--- config.mk ---
export PLATFORM = sky130hd
export DESIGN_NAME = uart_tx_engine_flat
export DESIGN_NICKNAME = d
export VERILOG_FILES = /design/src/rtl/uart_tx_engine_if.sv /design/src/rtl/uart_tx_engine.sv /design/src/flat_wrapper.sv
export SDC_FILE = /design/constraint.sdc
export NUM_CORES = 1
export LEC_CHECK = 0
export CAP_MARGIN = 10
export CORE_ASPECT_RATIO = 1.1
export CORE_UTILIZATION = 58
export DETAILED_ROUTE_END_ITERATION = 16
export GPL_TIMING_DRIVEN = 0
export PLACE_DENSITY_LB_ADDON = 0.05
export SYNTH_ARGS = -nofsm -noshare
export SYNTH_HDL_FRONTEND = slang
export SYNTH_SLANG_ARGS = --single-unit
--- constraint.sdc ---
create_clock -name PCLK -period 5.5 [get_ports PCLK]
set_clock_uncertainty 0.2 [all_clocks]
set_input_delay 0.825 -clock PCLK [delete_from_list [all_inputs] [get_ports PCLK]]
set_output_delay 0.825 -clock PCLK [all_outputs]
set_load 0.05 [all_outputs]
--- src/rtl/uart_tx_engine_if.sv ---
// TX FIFO read port between the UART transmit engine (master) and its FIFO (slave).
interface uart_tx_engine_if;
    logic       fifo_empty;
    logic [7:0] fifo_rdata;
    logic       fifo_rd;

    modport master (input fifo_empty, input fifo_rdata, output fifo_rd);
    modport slave  (output fifo_empty, output fifo_rdata, input fifo_rd);
endinterface

--- src/rtl/uart_tx_engine.sv ---
// UART transmit engine: pulls bytes from a TX FIFO through a holding register and
// serialises them with configurable data length, parity and stop bits, one bit per baud_tick.
module uart_tx_engine (
    input  logic              PCLK,
    input  logic              PRESETn,
    input  logic              baud_tick,
    input  logic              TXen,
    input  logic [3:0]        data_bits,
    input  logic              parity_en,
    input  logic              parity_odd,
    input  logic              stop_bit_twice,
    uart_tx_engine_if.master  fifo,
    output logic              txd,
    output logic              tx_busy,
    output logic              tx_done
);

    typedef enum logic [2:0] {
        IDLE   = 3'd0,
        START  = 3'd1,
        DATA   = 3'd2,
        PARITY = 3'd3,
        STOP_0 = 3'd4,
        STOP_1 = 3'd5
    } state_t;

    state_t     state_r;
    state_t     state_next_s;
    logic [7:0] hold_r;
    logic       hold_valid_r;
    logic [7:0] shift_r;
    logic [2:0] cnt_r;
    logic [2:0] cnt_next_s;
    logic [2:0] last_r;
    logic       par_en_r;
    logic       par_odd_r;
    logic       stop2_r;
    logic       rd_r;
    logic       cap_r;
    logic       rd_req_s;
    logic       launch_s;
    logic       frame_end_s;
    logic       txd_r;
    logic       txd_next_s;
    logic       busy_r;
    logic       busy_next_s;
    logic       done_r;

    // Index of the last data bit: lengths below 5 act as 5, above 8 act as 8.
    function automatic logic [2:0] last_index(input logic [3:0] bits);
        logic [2:0] idx;
        if (bits < 4'd5) begin
            idx = 3'd4;
        end else if (bits > 4'd8) begin
            idx = 3'd7;
        end else begin
            idx = bits[2:0] - 3'd1;
        end
        return idx;
    endfunction

    function automatic logic frame_parity(input logic [7:0] data, input logic [2:0] last,
                                          input logic odd);
        logic p;
        p = odd;
        for (int i = 0; i < 8; i++) begin
            if (i <= int'(last)) begin
                p = p ^ data[i];
            end else begin
                p = p;
            end
        end
        return p;
    endfunction

    // Next-state decision; the frame only advances on baud ticks.
    always_comb begin
        state_next_s = state_r;
        frame_end_s  = 1'b0;
        if (baud_tick) begin
            case (state_r)
                IDLE: begin
                    if (hold_valid_r && TXen) state_next_s = START;
                    else                      state_next_s = IDLE;
                end
                START:  state_next_s = DATA;
                DATA: begin
                    if (cnt_r != last_r) state_next_s = DATA;
                    else if (par_en_r)   state_next_s = PARITY;
                    else                 state_next_s = STOP_0;
                end
                PARITY: state_next_s = STOP_0;
                STOP_0: begin
                    if (stop2_r) begin
                        state_next_s = STOP_1;
                    end else begin
                        frame_end_s  = 1'b1;
                        state_next_s = (hold_valid_r && TXen) ? START : IDLE;
                    end
                end
                STOP_1: begin
                    frame_end_s  = 1'b1;
                    state_next_s = (hold_valid_r && TXen) ? START : IDLE;
                end
                default: state_next_s = IDLE;
            endcase
        end else begin
            state_next_s = state_r;
        end
    end

    // Output values for the next cycle, plus launch/read strobes and the bit counter.
    always_comb begin
        launch_s    = baud_tick && (state_next_s == START);
        rd_req_s    = TXen && !fifo.fifo_empty && !hold_valid_r && !rd_r && !cap_r;
        cnt_next_s  = cnt_r;
        if (baud_tick && (state_r == START)) begin
            cnt_next_s = 3'd0;
        end else if (baud_tick && (state_r == DATA)) begin
            cnt_next_s = cnt_r + 3'd1;
        end else begin
            cnt_next_s = cnt_r;
        end
        busy_next_s = (state_next_s != IDLE);
        txd_next_s  = 1'b1;
        case (state_next_s)
            START:   txd_next_s = 1'b0;
            DATA:    txd_next_s = shift_r[cnt_next_s];
            PARITY:  txd_next_s = frame_parity(shift_r, last_r, par_odd_r);
            default: txd_next_s = 1'b1;
        endcase
    end

    // State register.
    always_ff @(posedge PCLK or negedge PRESETn) begin
        if (!PRESETn) begin
            state_r <= IDLE;
        end else begin
            state_r <= state_next_s;
        end
    end

    // Holding register; cap_r marks the cycle the FIFO's read data is valid.
    always_ff @(posedge PCLK or negedge PRESETn) begin
        if (!PRESETn) begin
            hold_r       <= 8'd0;
            hold_valid_r <= 1'b0;
            rd_r         <= 1'b0;
            cap_r        <= 1'b0;
        end else begin
            rd_r  <= rd_req_s;
            cap_r <= rd_r;
            if (cap_r) begin
                hold_r       <= fifo.fifo_rdata;
                hold_valid_r <= 1'b1;
            end else if (launch_s) begin
                hold_valid_r <= 1'b0;
            end else begin
                hold_r       <= hold_r;
                hold_valid_r <= hold_valid_r;
            end
        end
    end

    // Frame datapath: configuration is captured once per frame at launch.
    always_ff @(posedge PCLK or negedge PRESETn) begin
        if (!PRESETn) begin
            shift_r   <= 8'd0;
            cnt_r     <= 3'd0;
            last_r    <= 3'd7;
            par_en_r  <= 1'b0;
            par_odd_r <= 1'b0;
            stop2_r   <= 1'b0;
        end else begin
            cnt_r <= cnt_next_s;
            if (launch_s) begin
                shift_r   <= hold_r;
                last_r    <= last_index(data_bits);
                par_en_r  <= parity_en;
                par_odd_r <= parity_odd;
                stop2_r   <= stop_bit_twice;
            end else begin
                shift_r   <= shift_r;
                last_r    <= last_r;
                par_en_r  <= par_en_r;
                par_odd_r <= par_odd_r;
                stop2_r   <= stop2_r;
            end
        end
    end

    // Registered serial line and status outputs.
    always_ff @(posedge PCLK or negedge PRESETn) begin
        if (!PRESETn) begin
            txd_r  <= 1'b1;
            busy_r <= 1'b0;
            done_r <= 1'b0;
        end else begin
            txd_r  <= txd_next_s;
            busy_r <= busy_next_s;
            done_r <= frame_end_s;
        end
    end

    assign txd          = txd_r;
    assign tx_busy      = busy_r;
    assign tx_done      = done_r;
    assign fifo.fifo_rd = rd_r;

endmodule
--- src/flat_wrapper.sv ---
// flat-port wrapper written by rule: the top's interface ports become plain ports
module uart_tx_engine_flat 
  (PCLK, PRESETn, baud_tick, TXen, data_bits, parity_en, parity_odd, stop_bit_twice, txd, tx_busy, tx_done, fifo_fifo_empty, fifo_fifo_rdata, fifo_fifo_rd);
  uart_tx_engine_if fifo_i ();
  input  logic PCLK;
  input  logic PRESETn;
  input  logic baud_tick;
  input  logic TXen;
  input  logic [3:0] data_bits;
  input  logic parity_en;
  input  logic parity_odd;
  input  logic stop_bit_twice;
  output logic txd;
  output logic tx_busy;
  output logic tx_done;
  input wire logic [$bits(fifo_i.fifo_empty)-1:0] fifo_fifo_empty;
  input wire logic [$bits(fifo_i.fifo_rdata)-1:0] fifo_fifo_rdata;
  output wire logic [$bits(fifo_i.fifo_rd)-1:0] fifo_fifo_rd;
  assign fifo_i.fifo_empty = fifo_fifo_empty;
  assign fifo_i.fifo_rdata = fifo_fifo_rdata;
  assign fifo_fifo_rd = fifo_i.fifo_rd;
  uart_tx_engine u_core (.PCLK(PCLK), .PRESETn(PRESETn), .baud_tick(baud_tick), .TXen(TXen), .data_bits(data_bits), .parity_en(parity_en), .parity_odd(parity_odd), .stop_bit_twice(stop_bit_twice), .fifo(fifo_i), .txd(txd), .tx_busy(tx_busy), .tx_done(tx_done));
endmodule
Word-level counts from Yosys, hierarchy flattened --
Index checks and enable logic that the tools add are counted.
Word-level totals: bits in registers 34, input bits 20
Operators by class: $add $sub $neg 2, order comparisons 10, equal/unequal tests 9, multiplexer cells 32, bitwise operators 8, reduce and logical (&&, ||, !) cells 16
Operator list (number):
- $mux W3 | 8
- $mux W1 | 20
- $pmux W3 S5 | 1
- $eq A3 B2 Y1 const B | 4
- $le A3 B3 Y1 const A | 4
- $logic_and A1 B1 Y1 | 8
- $xor A1 B1 Y1 | 8
- $eq A3 B1 Y1 const B | 2
- $eq A3 B3 Y1 const B | 2
- $le A2 B3 Y1 const A | 2
- $gt A4 B4 Y1 const B | 1
- $logic_not A1 Y1 | 4
- $lt A3 B4 Y1 const B | 1
- $lt A4 B3 Y1 const B | 1
- $add A3 B1 Y3 const B | 1
- $bmux W1 S3 | 1
- $le A1 B3 Y1 const A | 1
- $logic_not A3 Y1 | 1
- $ne A3 B3 Y1 | 1
- $pmux W1 S3 | 1
- $reduce_bool A3 Y1 | 1
- $sub A3 B1 Y3 const B | 1
- $pmux W1 S2 | 1
- $reduce_bool A2 Y1 | 1
- $reduce_or A2 Y1 | 1

Logic depth before layout (Yosys ltp) --
depth in word-level cells 28, mapped depth 9, mapped depth without buffers 7

Worst setup path after synthesis --
No wires, ideal clock.
kind input to register, start in baud_tick, end reg u_core.shift_r[2], library setup time 0.125 ns, arrival time 2.311 ns, data required time 5.175 ns, slack 2.864 ns, stages 9, buffers on the path 3, path through buf_4 -> nor2b_2 -> o2bb2ai_1 -> a31o_1 -> nor2_1 -> and3_1 -> buf_6 -> buf_8 -> mux2_4
On the way: longest elaborated chain between the ends 3
RTL lines:
- start, declared | line flat_wrapper.sv:7 | input logic baud_tick;
- $mux W3 | line uart_tx_engine.sv:80 | if (baud_tick) begin
- net u_core.state_next_s[1] | line uart_tx_engine.sv:28 | state_t state_next_s;
- $eq A3 B1 Y1 | line uart_tx_engine.sv:114 | launch_s = baud_tick && (state_next_s == START);
- $logic_and A1 B1 Y1 | line uart_tx_engine.sv:114
- end signal, assigned | line uart_tx_engine.sv:177 | shift_r <= hold_r;
- end signal, assigned | line uart_tx_engine.sv:183 | shift_r <= shift_r;
- end, declared | line uart_tx_engine.sv:31 | logic [7:0] shift_r;
The timed path passes the listed nets, and every way through them passes these cells. A chain may end at the register's enable or synchronous reset.

Final worst setup path --
start reg u_core.txd_r (netlist: u_core.txd), end out txd
RTL lines:
- start, declared | line uart_tx_engine.sv:43 | logic txd_r;
- start signal, assigned | line uart_tx_engine.sv:199 | txd_r <= txd_next_s;
- end, declared | line flat_wrapper.sv:13 | output logic txd;
No word-level cell between the ends.

==> qor.yml <==
status: "finished, violations left"
violations: "DRC"
drive_above_1_share: 0.198
async_reset_ff_frac: 1.00
power_density_nw_per_um2: 595
p_comb_frac: 0.533
start_kind: "flop"
fp-row-count: 21
cts_tree: "yes"
worst_pin_slew_ns: 0.739
p_seq_frac: 0.360
post_cts_buffers: 0
fin_setup_tns_ns: 0
wl_met1_mm: 1.67
switching_share: 0.409
p_total_uw: 1370
antenna_cells: 0
drt-wirelength-per-cell_um: 16.0
numCtsBuffers: 5
hold_viol: 0
nets: 233
synth_edf_count: 0
synth_ff_type: "dfrtp_1"
drtPass1Iterations: 10
cts_resized: 0
ys_top_cells_by_area: "dfrtp_1 38%, mux2_4 6.1%, mux2_2 5.7%"
syn_inst: 182
wl_met2_mm: 2.05
top_layer_used: "met4"
synth_cell_types: 49
path_buf_inv: 1
cts_num_sinks: 34
crit_path_max_incr_delay_ns: 0.79
yosys-top-cells-count: "30 x dfrtp_1, 11 x nand2_1, 10 x a21oi_1, 10 x mux2_2, 9 x inv_1"
synthMostInstantiatedCell: "dfrtp_1"
io_pins: 24
insertion_delay_ns: 0.34
fmax_mhz: 374
antenna_found_initial: 0
place_congestion: 0.896
numPortBuffers: 22
drc: 1
syn_nets: 204
dr_wl_met3_um: 121
grt_pass1_vias: 1557
p_int_uw: 809
clkPwrFrac: 0.108
synth_area_leader_cell: "dfrtp_1"
setup_violations: 0
area_growth_syn_to_layout_pct: 16.3
grt_util_all_layers: 0.251
yosysWarnings: 0
vias: 1481
grt_overflow: 0
hold_slack_ns: 0.224
hold_buffers: 0
initial_core_util: 0.627
crit_slowest_cell: "clkdlybuf4s50_1"
synth-seq-area-share: 0.433
core-area_um2: 3150
synth_seq_cells: 34
crit_type: "flop to output port"
die_x_um: 57.7
die_h_um: 63.2
first_iter_violations: 105
cp_top_family: "buffers and inverters"
syn_avg_cell_area_um2: 10.9
leakage_uw: 0.00102
die-area_um2: 3650
rsz0062_at_grt: "no"
ant_nets: 0
grt_max_degree: 35
htree_levels: 2
cts-root-buf: "clkbuf_4"
clkTransAtPathRegs_ns: 0.10
netlist_area_um2: 1980
place_hpwl_mm: 2.97
slew_headroom: 0.507
grt_first_pass_wirelength_mm: 6.98
crit_fanout: 1
via_per_inst: 6.02
cts_buffer_depth: 2
min_period_ns: 2.68
synth_top_cell_area_share: 0.380
critPathArrivalTime_ns: 1.65
critical_path_required_ns: 4.47
peakVddDrop_uv: 306
drv_cap: 0
fin_crit_sh: 0.486
p_switching_uw: 560
hp-class: "flop to flop"
drt_wl_total_mm: 3.92
crit_chain: "clkdlybuf4s50_1"
final-max-slew-violation-count: 0
worst_setup_path_end_kind: "output port"
[cells by family (layout without fill, tap and decap cells)]
logic type / after synthesis / in the layout / synth area share
xor+xnor: 8 / 8 / 0.0392
flops: 34 / 34 / 0.433
fa+ha+maj: 3 / 3 / 0.0177
compound gates: 36 / 36 / 0.124
buf+inv: 19 / 49 / 0.0538
mux: 32 / 32 / 0.192
simple gates: 50 / 50 / 0.140
[final timing paths]
kind / from / cells after the start / end / slack, ns
hold / removal: u_core.fifo.fifo_rd / 0 / u_core.cap_r / 0.22
hold reg to reg: u_core.fifo.fifo_rd / 0 / u_core.cap_r / 0.22
min in group asynchronous: PRESETn / 1 / u_core.shift_r[6] / 0.34
setup reg to reg: u_core.last_r[1] / 9 / u_core.shift_r[4] / 2.97
setup / recovery: u_core.txd / 1 / txd / 2.82
max in group asynchronous: PRESETn / 1 / u_core.stop2_r / 4.29
[stage by stage]
stage | worst slack [ns] | instance area, um^2 | utilization | std cells
after detailed placement | 2.62 | 2230 | 0.709 | 238
after floorplan | 2.86 | 1980 | - | 182
after global placement | 2.63 | 2240 | 0.710 | 238
final | 2.82 | 2300 | 0.729 | 246
after CTS | 2.80 | 2300 | 0.729 | 246
after global routing | 2.78 | 2300 | 0.729 | 246
[power groups by stage]
stage / Combinational [uW] / Clock [uW] / Sequential (uW)
after global routing: 802 / 161 / 510
after CTS: 734 / 152 / 491
after global placement: 699 / 0 / 485
after detailed placement: 731 / 0 / 497
after floorplan: 566 / 0 / 487
final: 729 / 147 / 492
[cell usage in the layout (no fill, tap or decap), drive strengths merged, types with 3 or more instances in the layout]
| cell type | synthesis | routed |
|---|---|---|
| dfrtp | 30 | 30 |
| mux2 | 24 | 24 |
| clkdlybuf4s50 | 0 | 21 |
| nand2 | 11 | 11 |
| a21oi | 10 | 10 |
| inv | 9 | 9 |
| buf | 8 | 9 |
| nor2 | 8 | 8 |
| mux2i | 8 | 8 |
| clkbuf | 2 | 8 |
| o21ai | 7 | 7 |
| nand3 | 6 | 6 |
| xnor2 | 6 | 6 |
| nand2b | 5 | 5 |
| dfstp | 4 | 4 |
| a22oi | 3 | 3 |
| and3 | 3 | 3 |
| nor2b | 3 | 3 |
| o2bb2ai | 3 | 3 |
[routing by layer]
metal	vias to the layer above	GRT usage
li1	716	-
met1	731	0.304
met2	23	0.433
met3	11	0.0616
met4	0	0.0863
met5	-	0
[registers in the layout (all words and copies together) (netlist names)]
register and count:
u_core.tx_busy 1, u_core.stop2_r 1, u_core.hold_valid_r 1, u_core.state_r 3, u_core.shift_r 8, u_core.cap_r 1, u_core.hold_r 8, u_core.par_en_r 1
u_core.txd 1, u_core.cnt_r 3, u_core.last_r 3, u_core.fifo.fifo_rd 1, u_core.tx_done 1, u_core.par_odd_r 1
[cell type report]
type,count,area (um^2)
Multi-Input combinational cell,129,1010
Clock inverter,2,12.5
Inverter,9,33.8
Timing Repair Buffer,22,215
Tap cell,34,42.5
Clock buffer,6,51.3
Fill cell,238,855
Sequential cell,34,856
Buffer,10,72.6
(Power assumes the default switching activity.)
